## config.mk

```make
export PLATFORM = sky130hd
export DESIGN_NAME = fetch_pc_unit
export DESIGN_NICKNAME = d
export VERILOG_FILES = /design/src/rtl/fetch_pc_unit.sv
export SDC_FILE = /design/constraint.sdc
export NUM_CORES = 1
export LEC_CHECK = 0
export ABC_AREA = 1
export BUFFER_PORTS_ARGS = -buffer_cell sky130_fd_sc_hd__clkbuf_2
export CAP_MARGIN = 20
export CORE_ASPECT_RATIO = 0.6
export CORE_MARGIN = 2
export CORE_UTILIZATION = 40
export CTS_BUF_LIST = sky130_fd_sc_hd__clkbuf_16
export CTS_CLUSTER_SIZE = 14
export DETAILED_ROUTE_END_ITERATION = 8
export PLACE_DENSITY = 0.67
export SLEW_MARGIN = 10
export SYNTH_ARGS = -nofsm -noshare
export SYNTH_HDL_FRONTEND = slang
export SYNTH_SLANG_ARGS = --single-unit
export TNS_END_PERCENT = 30
```

## constraint.sdc

```tcl
create_clock -name clk_i -period 4.5 [get_ports clk_i]
set_clock_uncertainty 0.15 [all_clocks]
set_input_delay 0.9 -clock clk_i [delete_from_list [all_inputs] [get_ports clk_i]]
set_output_delay 0.9 -clock clk_i [all_outputs]
set_load 0.01 [all_outputs]
```

## src/rtl/fetch_pc_unit.sv

```systemverilog
// Instruction-fetch stage: holds the PC, issues instruction-memory requests and
// fills the IF/ID register, with redirect selection, stall, flush and wait states.
module fetch_pc_unit #(
    parameter logic [31:0] RESET_PC  = 32'h0000_0000,
    parameter logic [31:0] NOP_INSTR = 32'h0000_0000
) (
    input  logic        clk_i,
    input  logic        rst_i,
    input  logic        stall_i,
    input  logic        flush_i,
    input  logic        branch_taken_i,
    input  logic [31:0] branch_target_i,
    input  logic        jump_i,
    input  logic [27:0] jump_addr28_i,
    input  logic        jr_i,
    input  logic [31:0] jr_target_i,
    output logic        imem_req_o,
    output logic [31:0] imem_addr_o,
    input  logic        imem_ready_i,
    input  logic [31:0] imem_data_i,
    output logic [31:0] pc_o,
    output logic [31:0] ifid_instr_o,
    output logic [31:0] ifid_pc_plus4_o,
    output logic        ifid_valid_o
);

    typedef enum logic [0:0] {
        FETCH   = 1'b0,
        DISCARD = 1'b1
    } state_t;

    state_t      state_r, state_nxt_s;
    logic [31:0] pc_r, pc_nxt_s;
    logic [31:0] redir_buf_r, redir_buf_nxt_s;
    logic [31:0] ifid_instr_r, ifid_instr_nxt_s;
    logic [31:0] ifid_pc4_r, ifid_pc4_nxt_s;
    logic        ifid_valid_r, ifid_valid_nxt_s;
    logic        req_r;
    logic        redir_s;
    logic [31:0] target_s;
    logic [31:0] seq_pc_s;

    assign seq_pc_s = pc_r + 32'd4;
    assign redir_s  = jr_i | jump_i | branch_taken_i;

    // Redirect target selection, jr has highest priority, then jump, then branch.
    always_comb begin
        target_s = seq_pc_s;
        if (jr_i) begin
            target_s = jr_target_i;
        end else if (jump_i) begin
            target_s = {ifid_pc4_r[31:28], jump_addr28_i};
        end else if (branch_taken_i) begin
            target_s = branch_target_i;
        end else begin
            target_s = seq_pc_s;
        end
    end

    // Next-state, next-PC and IF/ID update logic.
    always_comb begin
        state_nxt_s      = state_r;
        pc_nxt_s         = pc_r;
        redir_buf_nxt_s  = redir_buf_r;
        ifid_instr_nxt_s = ifid_instr_r;
        ifid_pc4_nxt_s   = ifid_pc4_r;
        ifid_valid_nxt_s = ifid_valid_r;
        case (state_r)
            FETCH: begin
                if (!req_r) begin
                    // No request has been issued yet, so a redirect needs no discard.
                    if (redir_s) begin
                        pc_nxt_s         = target_s;
                        ifid_instr_nxt_s = NOP_INSTR;
                        ifid_valid_nxt_s = 1'b0;
                    end else if (flush_i) begin
                        ifid_instr_nxt_s = NOP_INSTR;
                        ifid_valid_nxt_s = 1'b0;
                    end else begin
                        pc_nxt_s = pc_r;
                    end
                end else if (imem_ready_i) begin
                    if (redir_s) begin
                        pc_nxt_s         = target_s;
                        ifid_instr_nxt_s = NOP_INSTR;
                        ifid_valid_nxt_s = 1'b0;
                    end else if (flush_i) begin
                        pc_nxt_s         = stall_i ? pc_r : seq_pc_s;
                        ifid_instr_nxt_s = NOP_INSTR;
                        ifid_valid_nxt_s = 1'b0;
                    end else if (stall_i) begin
                        pc_nxt_s = pc_r;
                    end else begin
                        pc_nxt_s         = seq_pc_s;
                        ifid_instr_nxt_s = imem_data_i;
                        ifid_pc4_nxt_s   = seq_pc_s;
                        ifid_valid_nxt_s = 1'b1;
                    end
                end else begin
                    if (redir_s) begin
                        redir_buf_nxt_s  = target_s;
                        state_nxt_s      = DISCARD;
                        ifid_instr_nxt_s = NOP_INSTR;
                        ifid_valid_nxt_s = 1'b0;
                    end else if (stall_i && !flush_i) begin
                        ifid_valid_nxt_s = ifid_valid_r;
                    end else begin
                        ifid_instr_nxt_s = NOP_INSTR;
                        ifid_valid_nxt_s = 1'b0;
                    end
                end
            end
            DISCARD: begin
                // The outstanding word is on the wrong path; newest redirect wins.
                if (redir_s) begin
                    redir_buf_nxt_s = target_s;
                end else begin
                    redir_buf_nxt_s = redir_buf_r;
                end
                if (redir_s || flush_i) begin
                    ifid_instr_nxt_s = NOP_INSTR;
                    ifid_valid_nxt_s = 1'b0;
                end else begin
                    ifid_valid_nxt_s = ifid_valid_r;
                end
                if (imem_ready_i) begin
                    pc_nxt_s    = redir_s ? target_s : redir_buf_r;
                    state_nxt_s = FETCH;
                end else begin
                    pc_nxt_s = pc_r;
                end
            end
            default: begin
                state_nxt_s      = FETCH;
                pc_nxt_s         = RESET_PC;
                ifid_instr_nxt_s = NOP_INSTR;
                ifid_valid_nxt_s = 1'b0;
            end
        endcase
    end

    // State, PC, redirect buffer and IF/ID registers.
    always_ff @(posedge clk_i or negedge rst_i) begin
        if (!rst_i) begin
            state_r      <= FETCH;
            pc_r         <= RESET_PC;
            redir_buf_r  <= 32'h0000_0000;
            ifid_instr_r <= NOP_INSTR;
            ifid_pc4_r   <= 32'h0000_0000;
            ifid_valid_r <= 1'b0;
            req_r        <= 1'b0;
        end else begin
            state_r      <= state_nxt_s;
            pc_r         <= pc_nxt_s;
            redir_buf_r  <= redir_buf_nxt_s;
            ifid_instr_r <= ifid_instr_nxt_s;
            ifid_pc4_r   <= ifid_pc4_nxt_s;
            ifid_valid_r <= ifid_valid_nxt_s;
            req_r        <= 1'b1;
        end
    end

    assign imem_req_o      = req_r;
    assign imem_addr_o     = pc_r;
    assign pc_o            = pc_r;
    assign ifid_instr_o    = ifid_instr_r;
    assign ifid_pc_plus4_o = ifid_pc4_r;
    assign ifid_valid_o    = ifid_valid_r;

endmodule

```

==> metrics.yaml <==
syn_nets: 1264
wl_um: 28200
hpwl_um: 21100
min_period_ps: 3110
outcome: "finished, final reports clean"
min_period_over_period_pct: 69.0
criticalPathCategory: "in2reg"
seq_area_frac_synth_pct: 42.0
grt_first_pass_wirelength_um: 43000
cts_buffer_depth: 2
min_from: "ifid_pc_plus4_o[5]"
avgSynthCellArea_um2: 6.90
ir_drop_mv: 0.291
fillers: 1931
maxCapViolCount: 0
cts-root-buf: "clkbuf_16"
clkLatencyLatePin_ps: 420
crit_path_start_kind: "input pin"
fin_nets: 1466
worstPathArrival_ps: 3270
synth_cell_types: 30
drive_above_1_share_pct: 25.6
core_mm2: 0.0191
grt_max_degree: 78
cts.sink_count: 131
viasPerCell: 5.17
syn-cell-area_mm2: 0.00781
synth-async-reset-ratio_pct: 100
final_max_slew_viol_count: 0
ys_ff_latch: 131
die_h_um: 112
ys.flop_type: "dfrtp_1"
power_leakage_nw: 4.93
postLayoutCoreUtil_pct: 50.8
grt_overflow: 0
p_per_area_mw_per_mm2: 411
io_pins: 262
tns_ps: 0
relSlewSlack_pct: 33.3
drt_pass1_iterations: 5
worst_slew_pin_slew_ps: 1000
antenna_found_initial: 0
setup_slack_ps: 1390
cts_inserted_buffers: 17
io_buffer_count: 261
holdWs_ps: 323
clk_pin_slew_worst_paths_ps: 60
hold_path_end: "ifid_pc_plus4_o[5]"
antenna_left: 0
critPathRequiredTime_ps: 4660
worstPathMaxFanout: 36
final_common_cell: "nand2_1"
r2r_end: "imem_addr_o[16]"
final_cell_mix: "341 x nand2_1, 260 x clkbuf_2, 140 x nor2_1"
hp-class: "reg2reg"
die_area_mm2: 0.0207
setup_viol: 0
dp.cells: 1579
cts_tree: "done"
crit_path_end_kind: "flip-flop"
grt_pass1_vias: 7620
htreeDepth: 4
postCtsSetupBuffers: 0
die_w_um: 184
timing.reg2reg.setup_slack_ps: 1820
wl_per_cell_um: 17.5
post_cts_resized: 0
finalHoldViolCount: 0
row_count: 39
preCtsSetupSlack_ps: 1060
drc: 0
rsz0062_at_grt: "false"
fmax_mhz: 322
antenna_cells: 0
ys_warn_count: 0
hold_depth: 2
grt_usage_pct: 27.4
reg2reg_from: "imem_addr_o[2]"
final_cells: 1612
gp_congestion: 0.945
vias: 8330
ctsHoldBuffers: 0
initialDrtViolationCount: 725
reg2regPathDepth: 13
synth_edf_count: 0
syn_to_final_growth_pct: 24.2
start_util_pct: 40.9
syn_inst: 1131
-- cells in the mapped netlist, types with 2 or more instances --
master | n | area share, %
buf_4 | 37 | 3.6
dfrtp_1 | 131 | 42
or2_2 | 25 | 2.0
nor2_1 | 140 | 6.7
o21ai_0 | 88 | 5.6
inv_1 | 80 | 3.8
nor2_2 | 3 | 0.24
nand2_2 | 2 | 0.16
inv_2 | 4 | 0.19
a31oi_1 | 49 | 3.9
buf_1 | 3 | 0.14
nand2_1 | 341 | 16
buf_2 | 17 | 1.1
nand3_1 | 88 | 5.6
and2_1 | 2 | 0.16
xnor2_1 | 5 | 0.56
xor2_1 | 2 | 0.22
clkbuf_1 | 34 | 1.6
o211ai_1 | 4 | 0.38
a21oi_1 | 61 | 3.9
o21ai_1 | 5 | 0.32
nor2_4 | 2 | 0.29
-- worst max path at each step --
stage               slack [ps]           start         endpoint  cells past startpoint
CTS                       1480          jump_i  imem_addr_o[29]                     10
finish                    1390          jump_i  imem_addr_o[29]                     10
floorplan                 2110  branch_taken_i   imem_addr_o[2]                      9
global placement          1120          jump_i   imem_addr_o[5]                     10
detailed placement        1060          jump_i  imem_addr_o[29]                     10
global route              1270          jump_i  imem_addr_o[25]                     10
-- cells by family (layout without fill, tap and decap cells) --
family	after synthesis	in the layout	synth area share (%)
other cells	1	1	0.0480
buf+inv	176	391	10.5
fa+ha+maj	1	1	0.160
compound gates	209	209	14.5
flops	131	131	42.0
xor+xnor	7	7	0.785
simple gates	606	606	32.0
-- flip-flops by register name (all words and copies together) (netlist names) --
signal,cells
imem_addr_o,32
redir_buf_r,32
imem_req_o,1
ifid_valid_o,1
ifid_instr_o,32
ifid_pc_plus4_o,32
state_r,1
-- routing by layer --
metal / track usage, % / share of wire, %
met1: 41.8 / 48
met2: 38.6 / 41
met3: 7.17 / 10
met4: 5.49 / 1.2
met5: 0 / 0
-- layout make-up --
class                   count  area [um^2]  share of cell area, %
well taps                 266          333                   3.43
repair buffers            274         1460                   15.0
clock buffers              17          425                   4.39
inverters                  85          319                   3.29
flip-flops and latches    131         3280                   33.8
multi-input cells         824         3720                   38.3
clock inverters            15          170                   1.75
-- critical path: stages --
cell and delay (ps):
clkbuf_2 310, nor3_4 640, nand2_2 180, nand2_1 120
inv_2 70, o21bai_4 380, buf_4 450, a21oi_1 90
nand2_1 80, nand2_1 40
-- metrics by stage --
| step | power, mW | cell area (um^2) |
|---|---|---|
| after detailed placement | 2.53 | 9070 |
| after global routing | 4.18 | 9700 |
| after global placement | 2.52 | 9070 |
| final | 3.98 | 9700 |
| after floorplan | 2.13 | 7810 |
| after CTS | 3.98 | 9670 |
-- power breakdown --
part	internal (mW)	switching, mW	leakage (nW)	total, mW
registers	1.34	0.228	1.65	1.57
clock network	0.833	0.611	0.287	1.44
logic	0.356	0.618	3.00	0.974
total	2.53	1.46	4.93	3.98
Note: power is estimated with default switching activity, not from simulation.
